--- src/rtl/led_pattern_sched.sv ---
// led_pattern_sched: round-robin scheduler sharing a 4-bit LED bank between NUM_REQ requesters.
// Optional feature: define LED_SCHED_PREEMPT_EN to give requester 0 absolute priority and
// let it abort another requester's SHOW or any GAP.
module led_pattern_sched #(
    parameter int CLK_DIV   = 50000,
    parameter int NUM_REQ   = 4,
    parameter int DWELL_W   = 8,
    parameter int GAP_TICKS = 1
) (
    input  logic                       clk,
    input  logic                       rst,
    input  logic [NUM_REQ-1:0]         req,
    input  logic [4*NUM_REQ-1:0]       req_pattern,
    input  logic [DWELL_W*NUM_REQ-1:0] req_dwell,
    output logic [NUM_REQ-1:0]         ack,
    output logic [NUM_REQ-1:0]         done,
    output logic [3:0]                 leds,
    output logic                       busy
);
    localparam int PW = $clog2(CLK_DIV);
    localparam int IW = $clog2(NUM_REQ);
    localparam int GW = $clog2(GAP_TICKS + 2);

    typedef enum logic [1:0] {IDLE, SHOW, GAP} state_t;

    state_t             state_q, state_d;
    logic [PW-1:0]      pre_q, pre_d;
    logic [DWELL_W-1:0] dwell_q, dwell_d, dwell_in;
    logic [GW-1:0]      gap_q, gap_d;
    logic [IW-1:0]      last_q, last_d, pick, sel, idx;
    logic [3:0]         pat_q, pat_d, pat_in, leds_q, leds_d;
    logic [NUM_REQ-1:0] ack_q, ack_d, done_q, done_d, cand;
    logic               tick, grant, preempt, finish, gap_end;

    assign tick    = pre_q == PW'(CLK_DIV - 1);
    assign finish  = state_q == SHOW && tick && dwell_q == DWELL_W'(1);
    assign gap_end = state_q == GAP && tick && gap_q == GW'(1);

    // Arbitration: round-robin pick after last grant, optional requester-0 override, operand mux
    always_comb begin
        cand = req;
`ifdef LED_SCHED_PREEMPT_EN
        cand[0] = 1'b0;
`endif
        pick = last_q;
        idx  = last_q;
        for (int k = NUM_REQ; k >= 1; k--) begin
            idx = IW'((int'(last_q) + k) % NUM_REQ);
            if (cand[idx]) pick = idx;
        end
`ifdef LED_SCHED_PREEMPT_EN
        preempt = req[0] && ((state_q == SHOW && last_q != '0) || state_q == GAP);
        sel     = req[0] ? '0 : pick;
`else
        preempt = 1'b0;
        sel     = pick;
`endif
        grant    = preempt || (state_q == IDLE && |req);
        dwell_in = '0;
        pat_in   = '0;
        for (int i = 0; i < NUM_REQ; i++) begin
            if (sel == IW'(i)) begin
                dwell_in = req_dwell[i*DWELL_W +: DWELL_W];
                pat_in   = req_pattern[i*4 +: 4];
            end
        end
    end

    // Next state: latch on grant, count dwell and gap ticks, restart prescaler on every entry
    always_comb begin
        state_d = state_q;
        last_d  = last_q;
        pat_d   = pat_q;
        dwell_d = dwell_q;
        gap_d   = gap_q;
        if (grant) begin
            state_d = SHOW;
            last_d  = sel;
            pat_d   = pat_in;
            dwell_d = dwell_in | DWELL_W'(dwell_in == '0);
        end else if (finish) begin
            state_d = (GAP_TICKS > 0) ? GAP : IDLE;
            gap_d   = GW'(GAP_TICKS);
        end else if (gap_end) begin
            state_d = IDLE;
        end else if (tick) begin
            dwell_d = (state_q == SHOW) ? dwell_q - 1'b1 : dwell_q;
            gap_d   = (state_q == GAP) ? gap_q - 1'b1 : gap_q;
        end
        pre_d = (grant || state_d != state_q || state_q == IDLE || tick) ? '0 : pre_q + 1'b1;
    end

    // Outputs: ack on grant, done only for a display that ran to completion
    always_comb begin
        ack_d  = '0;
        done_d = '0;
        if (grant) ack_d[sel] = 1'b1;
        if (finish && !grant) done_d[last_q] = 1'b1;
        leds_d = (state_d == SHOW) ? pat_d : 4'h0;
        busy   = state_q != IDLE;
    end

    // State register
    always_ff @(posedge clk or posedge rst) begin
        if (rst) state_q <= IDLE;
        else     state_q <= state_d;
    end

    // Datapath and output registers; last grant resets to NUM_REQ-1 so requester 0 goes first
    always_ff @(posedge clk or posedge rst) begin
        if (rst) begin
            pre_q   <= '0;
            dwell_q <= '0;
            gap_q   <= '0;
            last_q  <= IW'(NUM_REQ - 1);
            pat_q   <= '0;
            leds_q  <= '0;
            ack_q   <= '0;
            done_q  <= '0;
        end else begin
            pre_q   <= pre_d;
            dwell_q <= dwell_d;
            gap_q   <= gap_d;
            last_q  <= last_d;
            pat_q   <= pat_d;
            leds_q  <= leds_d;
            ack_q   <= ack_d;
            done_q  <= done_d;
        end
    end

    assign ack  = ack_q;
    assign done = done_q;
    assign leds = leds_q;
endmodule
--- config.mk ---
export PLATFORM = sky130hd
export DESIGN_NAME = led_pattern_sched
export DESIGN_NICKNAME = d
export VERILOG_FILES = /design/src/rtl/led_pattern_sched.sv
export SDC_FILE = /design/constraint.sdc
export NUM_CORES = 1
export LEC_CHECK = 0
export CAP_MARGIN = 0
export CORE_MARGIN = 3
export CORE_UTILIZATION = 49
export DETAILED_ROUTE_END_ITERATION = 8
export PLACE_DENSITY = 0.89
export SLEW_MARGIN = 20
export SYNTH_ARGS = -nofsm -noshare
export SYNTH_HDL_FRONTEND = slang
export SYNTH_SLANG_ARGS = --single-unit
--- constraint.sdc ---
create_clock -name clk -period 3.9 [get_ports clk]
set_input_delay 0.39 -clock clk [delete_from_list [all_inputs] [get_ports clk]]
set_output_delay 0.39 -clock clk [all_outputs]
set_load 0.05 [all_outputs]
Yosys cells after proc, flatten, opt, wreduce, memory -nomap -nowiden. Index checks and enable logic that the tools add are counted.

Bits in registers: 46. Bits of input ports: 54. Output and inout port bits: 13. Word-level logic and storage cells: 103.

Add/sub/neg operators: 7. Order comparisons: 8. Eq/ne operators: 13. Mux-type cells: 41. Bitwise logic cells: 2. Reductions and logical operators: 23.

Operators by type and width (number): $mux 8 (9); $mux 4 (8); $mux 2 (11); $lt 2x3->1 const B (6); $add 16x1->16 const B (1); $eq 16x16->1 const B (1); $mux 16 (1); $reduce_bool 2->1 (5); $bmux 1 s2 (4); $eq 2x1->1 const B (4); $eq 8x1->1 const B (1); $logic_and 1x1->1 (8); $logic_not 8->1 (1); $or 8x1->8 (1); $reduce_and 4->1 (2); $sub 8x1->8 const B (1); $eq 2x2->1 const B (3); $mux 1 (6); $ne 2x2->1 const B (3); $add 2x1->2 const B (2); $add 2x2->2 const B (2); $demux 1 s2 (2); $ge 2x1->1 const B (2); $logic_not 2->1 (2); other kinds (6) (8).

Logic depth before layout (Yosys ltp).
Depth after elaboration: 15. Mapped depth: 12. Gate-level depth less buffers: 9.

Least setup slack after synthesis. No wires, ideal clock.

Path kind: reg-to-reg. From: reg last_q[0]. To: reg dwell_q[0]. Arrival time: 2.661 ns. Slack: 1.095 ns. Stages on the path, launching flop included: 11. Buffers on the path: 3. Clock period less this slack: 2.805 ns. Cells stage by stage: dfstp_2 buf_2 inv_1 ha_1 o311a_1 o221ai_1 buf_2 buf_2 mux2_2 o211ai_1 o221ai_1.

Longest elaborated chain between the ends: 15.

RTL lines: from (decl) (line 30) `logic [IW-1:0] last_q, last_d, pick, sel, idx;`; from (signal assigned) (line 115) `last_q <= IW'(NUM_REQ - 1);`; from (signal assigned) (line 124) `last_q <= last_d;`; $add 2x1->2 (line 48) `idx = IW'((int'(last_q) + k) % NUM_REQ);`; $bmux 1 s2 (line 49) `if (cand[idx]) pick = idx;`; $mux 1 (implied by the code) (line 49); $mux 2 (3 in a row) (line 49); $mux 2 (*) (line 49); $logic_not 2->1 (line 62) `if (sel == IW'(i)) begin`; $mux 8 (3 in a row) (line 62); $mux 8 (*) (line 62); $logic_not 8->1 (line 80) `dwell_d = dwell_in | DWELL_W'(dwell_in == '0);`; $or 8x1->8 (*) (line 80); $mux 8 (*) (line 76) `if (grant) begin`; to (signal assigned) (line 122) `dwell_q <= dwell_d;`; to (decl) (line 28) `logic [DWELL_W-1:0] dwell_q, dwell_d, dwell_in;`.

Every way passes the cells marked *; elsewhere a longest branch is shown, timed or not. The select of a mux whose other input is x is not followed. A chain may end at the register's enable or synchronous reset.

Final worst setup path.
From: reg last_q[0]. To: reg leds_q[0], in the netlist leds[0].

Longest elaborated chain between the ends: 14.

RTL lines: $add 2x1->2 (line 48); $bmux 1 s2 (line 49); $mux 1 (implied by the code) (line 49); $mux 2 (3 in a row) (line 49); $mux 2 (*) (line 49); $logic_not 2->1 (line 62); $mux 4 (3 in a row) (line 62); $mux 4 (*) (line 62); $mux 4 (*) (line 76); net pat_d[0] (line 31) `logic [3:0] pat_q, pat_d, pat_in, leds_q, leds_d;`; $mux 4 (*) (line 99) `leds_d = (state_d == SHOW) ? pat_d : 4'h0;`; net leds_d[0] (line 31); to (signal assigned) (line 126) `leds_q <= leds_d;`; to (decl) (line 31).

Mark *: on every way through the listed nets, which the timed path passes. The rest lies on a longest branch. The select of a mux whose other input is x is not followed.

==> metrics <==
Yosys warning total 0; post-synthesis sequential area ratio 43.2%; Distinct cells, synth 44; critical path capture point leds[0]$_DFF_PP0_; top library cells by usage in the layout, fill and taps aside sky130_fd_sc_hd__clkdlybuf4s50_1 (66), sky130_fd_sc_hd__dfrtp_1 (44), sky130_fd_sc_hd__nor2_1 (29); total inserted antenna cells 0; total of buffers placed on input and output ports 66; number of global-route vias before repair 2,189; net switching power figure 0.000290 W; clock tree skew after final layout 7.48 ps; Via-to-Cell Ratio 5.25; clk buf depth 2; total iterations of the first detailed-routing run 5; met3 WL post-DR 262 um; number of buffers added for setup after CTS 0; Combinational Power Share 22.4%; gr usage total 19.3%; number of flip-flops and latches in the synthesized netlist 46; row count 26; count of mapped cells out of synthesis 261; final setup fails 0; fin crit period 3050 ps; top routing layer in use met4; setup repair after global routing missed its margin false; Core ar. 5200 sq um; detailed-route DRC error count 0; critical setup path kind reg2reg; largest net degree at the start of global routing 47; Setup TNS 0 ps; Peak supply drop 0.179 mV; width of the chip 79.8 um; post-cts gate resize count 0; number of clock buffers inserted by TritonCTS 5; met1 wire length 2300 um; total via count in the routed design 2,095; static leakage 1.58 nW; hold-fix buffers at CTS 0; worst r2r dst leds[0]$_DFF_PP0_; DR iter-0 viols 103; total congestion overflow after global routing 0; synth-to-layout area growth 31.6%; CTS Sinks 46; net count reported at finish 390; Final Max Slew Viols 0; Post-Syn Nets 323; insertion delay to the later sink of the worst-skew pair 300 ps; synthesized area divided by synthesized cell count 10.2 sq um; # placed instances 391; clock transition at the registers of the reported paths 90 ps; H-tree depth 2; proportion of layout cells with a drive suffix above 1 12.5%; I/O pins 67; worst setup slack for register-to-register paths 850 ps; relative slew slack 49.8%; effective utilization at floorplan 51.3%; first-pass GRT wire length 9760 um; cell-internal power 0.000821 W; Clock Tree Root sky130_fd_sc_hd__clkbuf_8; arrival time worst endpoint 3280 ps; total routed wirelength 5440 um; final period utilization 78.3%; Max-Cap Viols 0; status complete, no violations; part of the total power dissipated in sequential elements 46.2%; Highest Clock Rate 328 MHz; switching share of total power 26.1%; non-filler cells, final 399; last weighted congestion value of the routability-driven placer 0.810; Total Power 0.00111 W; CTS tree yes; total count of hold-check failures in the final report 0; actual slew at the worst max-slew pin 753 ps; DIE HEIGHT 79.8 um; largest fanout of any net on the critical path 28; origin of the worst setup path last_q[0]$_DFFE_PP1P_; most frequent standard cell in the layout excluding fill and tap cells sky130_fd_sc_hd__clkdlybuf4s50_1; origin of the critical flop-to-flop path last_q[0]$_DFFE_PP1P_; Mapped Area 2670 sq um; die outline area 6370 sq um; Hold Crit Class reg2reg; power density over cell area 316 nW/um^2; required time of the critical path 4130 ps; antenna-violating nets left 0; kind of start point of the critical path register; clock power share 31.3%; met2 WL 2780 um; post-detail-place hpwl 4220 um; number of antenna violations at the first check in global routing 0; category of the worst setup path capture point register; worst-case reg-to-reg path depth 10; WL/cell 13.6 um
flip-flops by register name, summed over array words and instances, names as in the netlist:
signal	cells
pre_q	16
ack	4
state_q	2
gap_q	2
pat_q	4
dwell_q	8
last_q	2
leds	4
done	4
through the flow:
stage	instance area [sq um]	util (%)	setup WS [ps]	hold WS [ps]
global route	3510	67.5	624	511
detailed placement	3400	65.4	867	459
global placement	3400	65.4	1010	445
finish	3510	67.5	848	473
floorplan	2670	-	1090	425
CTS	3510	67.5	843	478
cells by family after synthesis:
kind of cell | count (synthesis) | share of synthesized area (%)
muxes | 38 | 15.3
xor gates and xnor gates | 19 | 6.23
DFF | 46 | 43.2
and+or+nand+nor | 96 | 20.1
AOI/OAI and AO/OA | 33 | 7.68
adders and majority gates | 8 | 3.75
buffers and inverters | 21 | 3.70
power groups by stage:
stage	Sequential, W	Combinational, W	Clock (W)
final	0.000514	0.000249	0.000348
after global routing	0.000516	0.000273	0.000374
after CTS	0.000513	0.000251	0.000355
after detailed placement	0.000523	0.000250	0
after global placement	0.000522	0.000242	0
after floorplan	0.000534	0.000140	0
how the worst min path moves through the flow:
stage / start / endpoint / slack (ps) / depth (start not counted)
2_1_floorplan: pre_q[0]$_DFF_PP0_ / pre_q[0]$_DFF_PP0_ / 430 / 1
3_3_place_gp: pre_q[0]$_DFF_PP0_ / pre_q[0]$_DFF_PP0_ / 450 / 1
3_5_place_dp: pre_q[0]$_DFF_PP0_ / pre_q[0]$_DFF_PP0_ / 460 / 1
4_1_cts: pre_q[0]$_DFF_PP0_ / pre_q[0]$_DFF_PP0_ / 480 / 1
5_1_grt: pat_q[2]$_DFF_PP0_ / pat_q[2]$_DFF_PP0_ / 510 / 2
6_report: pre_q[0]$_DFF_PP0_ / pre_q[0]$_DFF_PP0_ / 470 / 1
Yosys cell counts:
cell | count | area, sq um
sky130_fd_sc_hd__dfstp_2 | 2 | 52.6
sky130_fd_sc_hd__and3_1 | 9 | 56.3
sky130_fd_sc_hd__o311a_1 | 1 | 10.0
sky130_fd_sc_hd__mux2i_1 | 25 | 250
sky130_fd_sc_hd__o211ai_1 | 2 | 15.0
sky130_fd_sc_hd__a21oi_1 | 5 | 25.0
sky130_fd_sc_hd__xnor2_1 | 10 | 87.6
sky130_fd_sc_hd__nor3_1 | 2 | 10.0
sky130_fd_sc_hd__or2_4 | 1 | 8.76
sky130_fd_sc_hd__mux2_2 | 12 | 135
sky130_fd_sc_hd__nor2b_1 | 4 | 25.0
sky130_fd_sc_hd__nor4b_4 | 1 | 23.8
sky130_fd_sc_hd__ha_1 | 8 | 100
sky130_fd_sc_hd__nand4_2 | 1 | 12.5
sky130_fd_sc_hd__o221ai_1 | 4 | 35.0
sky130_fd_sc_hd__dfrtp_1 | 44 | 1100
sky130_fd_sc_hd__nor4_1 | 2 | 12.5
sky130_fd_sc_hd__mux4_2 | 1 | 22.5
sky130_fd_sc_hd__nand2_1 | 18 | 67.6
sky130_fd_sc_hd__nor4b_2 | 1 | 15.0
sky130_fd_sc_hd__clkbuf_1 | 2 | 7.51
sky130_fd_sc_hd__inv_1 | 12 | 45.0
sky130_fd_sc_hd__a21o_1 | 1 | 7.51
sky130_fd_sc_hd__or2b_1 | 1 | 7.51
sky130_fd_sc_hd__o21ai_0 | 17 | 85.1
sky130_fd_sc_hd__xor2_1 | 9 | 78.8
sky130_fd_sc_hd__nor3b_1 | 1 | 7.51
sky130_fd_sc_hd__a211oi_1 | 2 | 15.0
sky130_fd_sc_hd__and2b_2 | 1 | 8.76
sky130_fd_sc_hd__nand3_1 | 6 | 30.0
sky130_fd_sc_hd__buf_4 | 2 | 15.0
sky130_fd_sc_hd__or3_1 | 2 | 12.5
sky130_fd_sc_hd__or2_2 | 1 | 6.26
sky130_fd_sc_hd__nor2_1 | 29 | 109
sky130_fd_sc_hd__nand4_1 | 5 | 31.3
sky130_fd_sc_hd__and3_2 | 4 | 30.0
sky130_fd_sc_hd__nand3b_1 | 1 | 7.51
sky130_fd_sc_hd__and4bb_2 | 2 | 25.0
sky130_fd_sc_hd__buf_2 | 4 | 20.0
sky130_fd_sc_hd__buf_6 | 1 | 11.3
sky130_fd_sc_hd__a211oi_2 | 1 | 12.5
sky130_fd_sc_hd__nand2b_1 | 2 | 12.5
sky130_fd_sc_hd__and2_1 | 1 | 6.26
sky130_fd_sc_hd__nor4_2 | 1 | 12.5
cell type report:
class / instances / area (sq um)
inverter: 12 / 45.0
clock buffer: 5 / 68.8
sequential: 46 / 1150
tap: 70 / 87.6
fill: 417 / 1690
multi-input combinational: 194 / 1440
timing repair buffer: 69 / 683
clock inverter: 3 / 40.0
metal layers:
layer	GRT usage, %	up-vias
met5	0	-
met3	4.63	10
met1	23.2	989
met2	34.0	54
li1	-	1042
met4	6.25	0
critical path: stages, from the launching register on:
cell and delay, ps:
sky130_fd_sc_hd__dfstp_2 650, sky130_fd_sc_hd__inv_1 90, sky130_fd_sc_hd__ha_1 360, sky130_fd_sc_hd__mux2_2 350, sky130_fd_sc_hd__o221ai_1 260, sky130_fd_sc_hd__o221ai_4 140
sky130_fd_sc_hd__buf_4 280, sky130_fd_sc_hd__mux2i_1 160, sky130_fd_sc_hd__mux2_2 270, sky130_fd_sc_hd__o21ai_0 230, sky130_fd_sc_hd__nor2b_1 170
No activity file was read; power rests on OpenSTA's default activity.
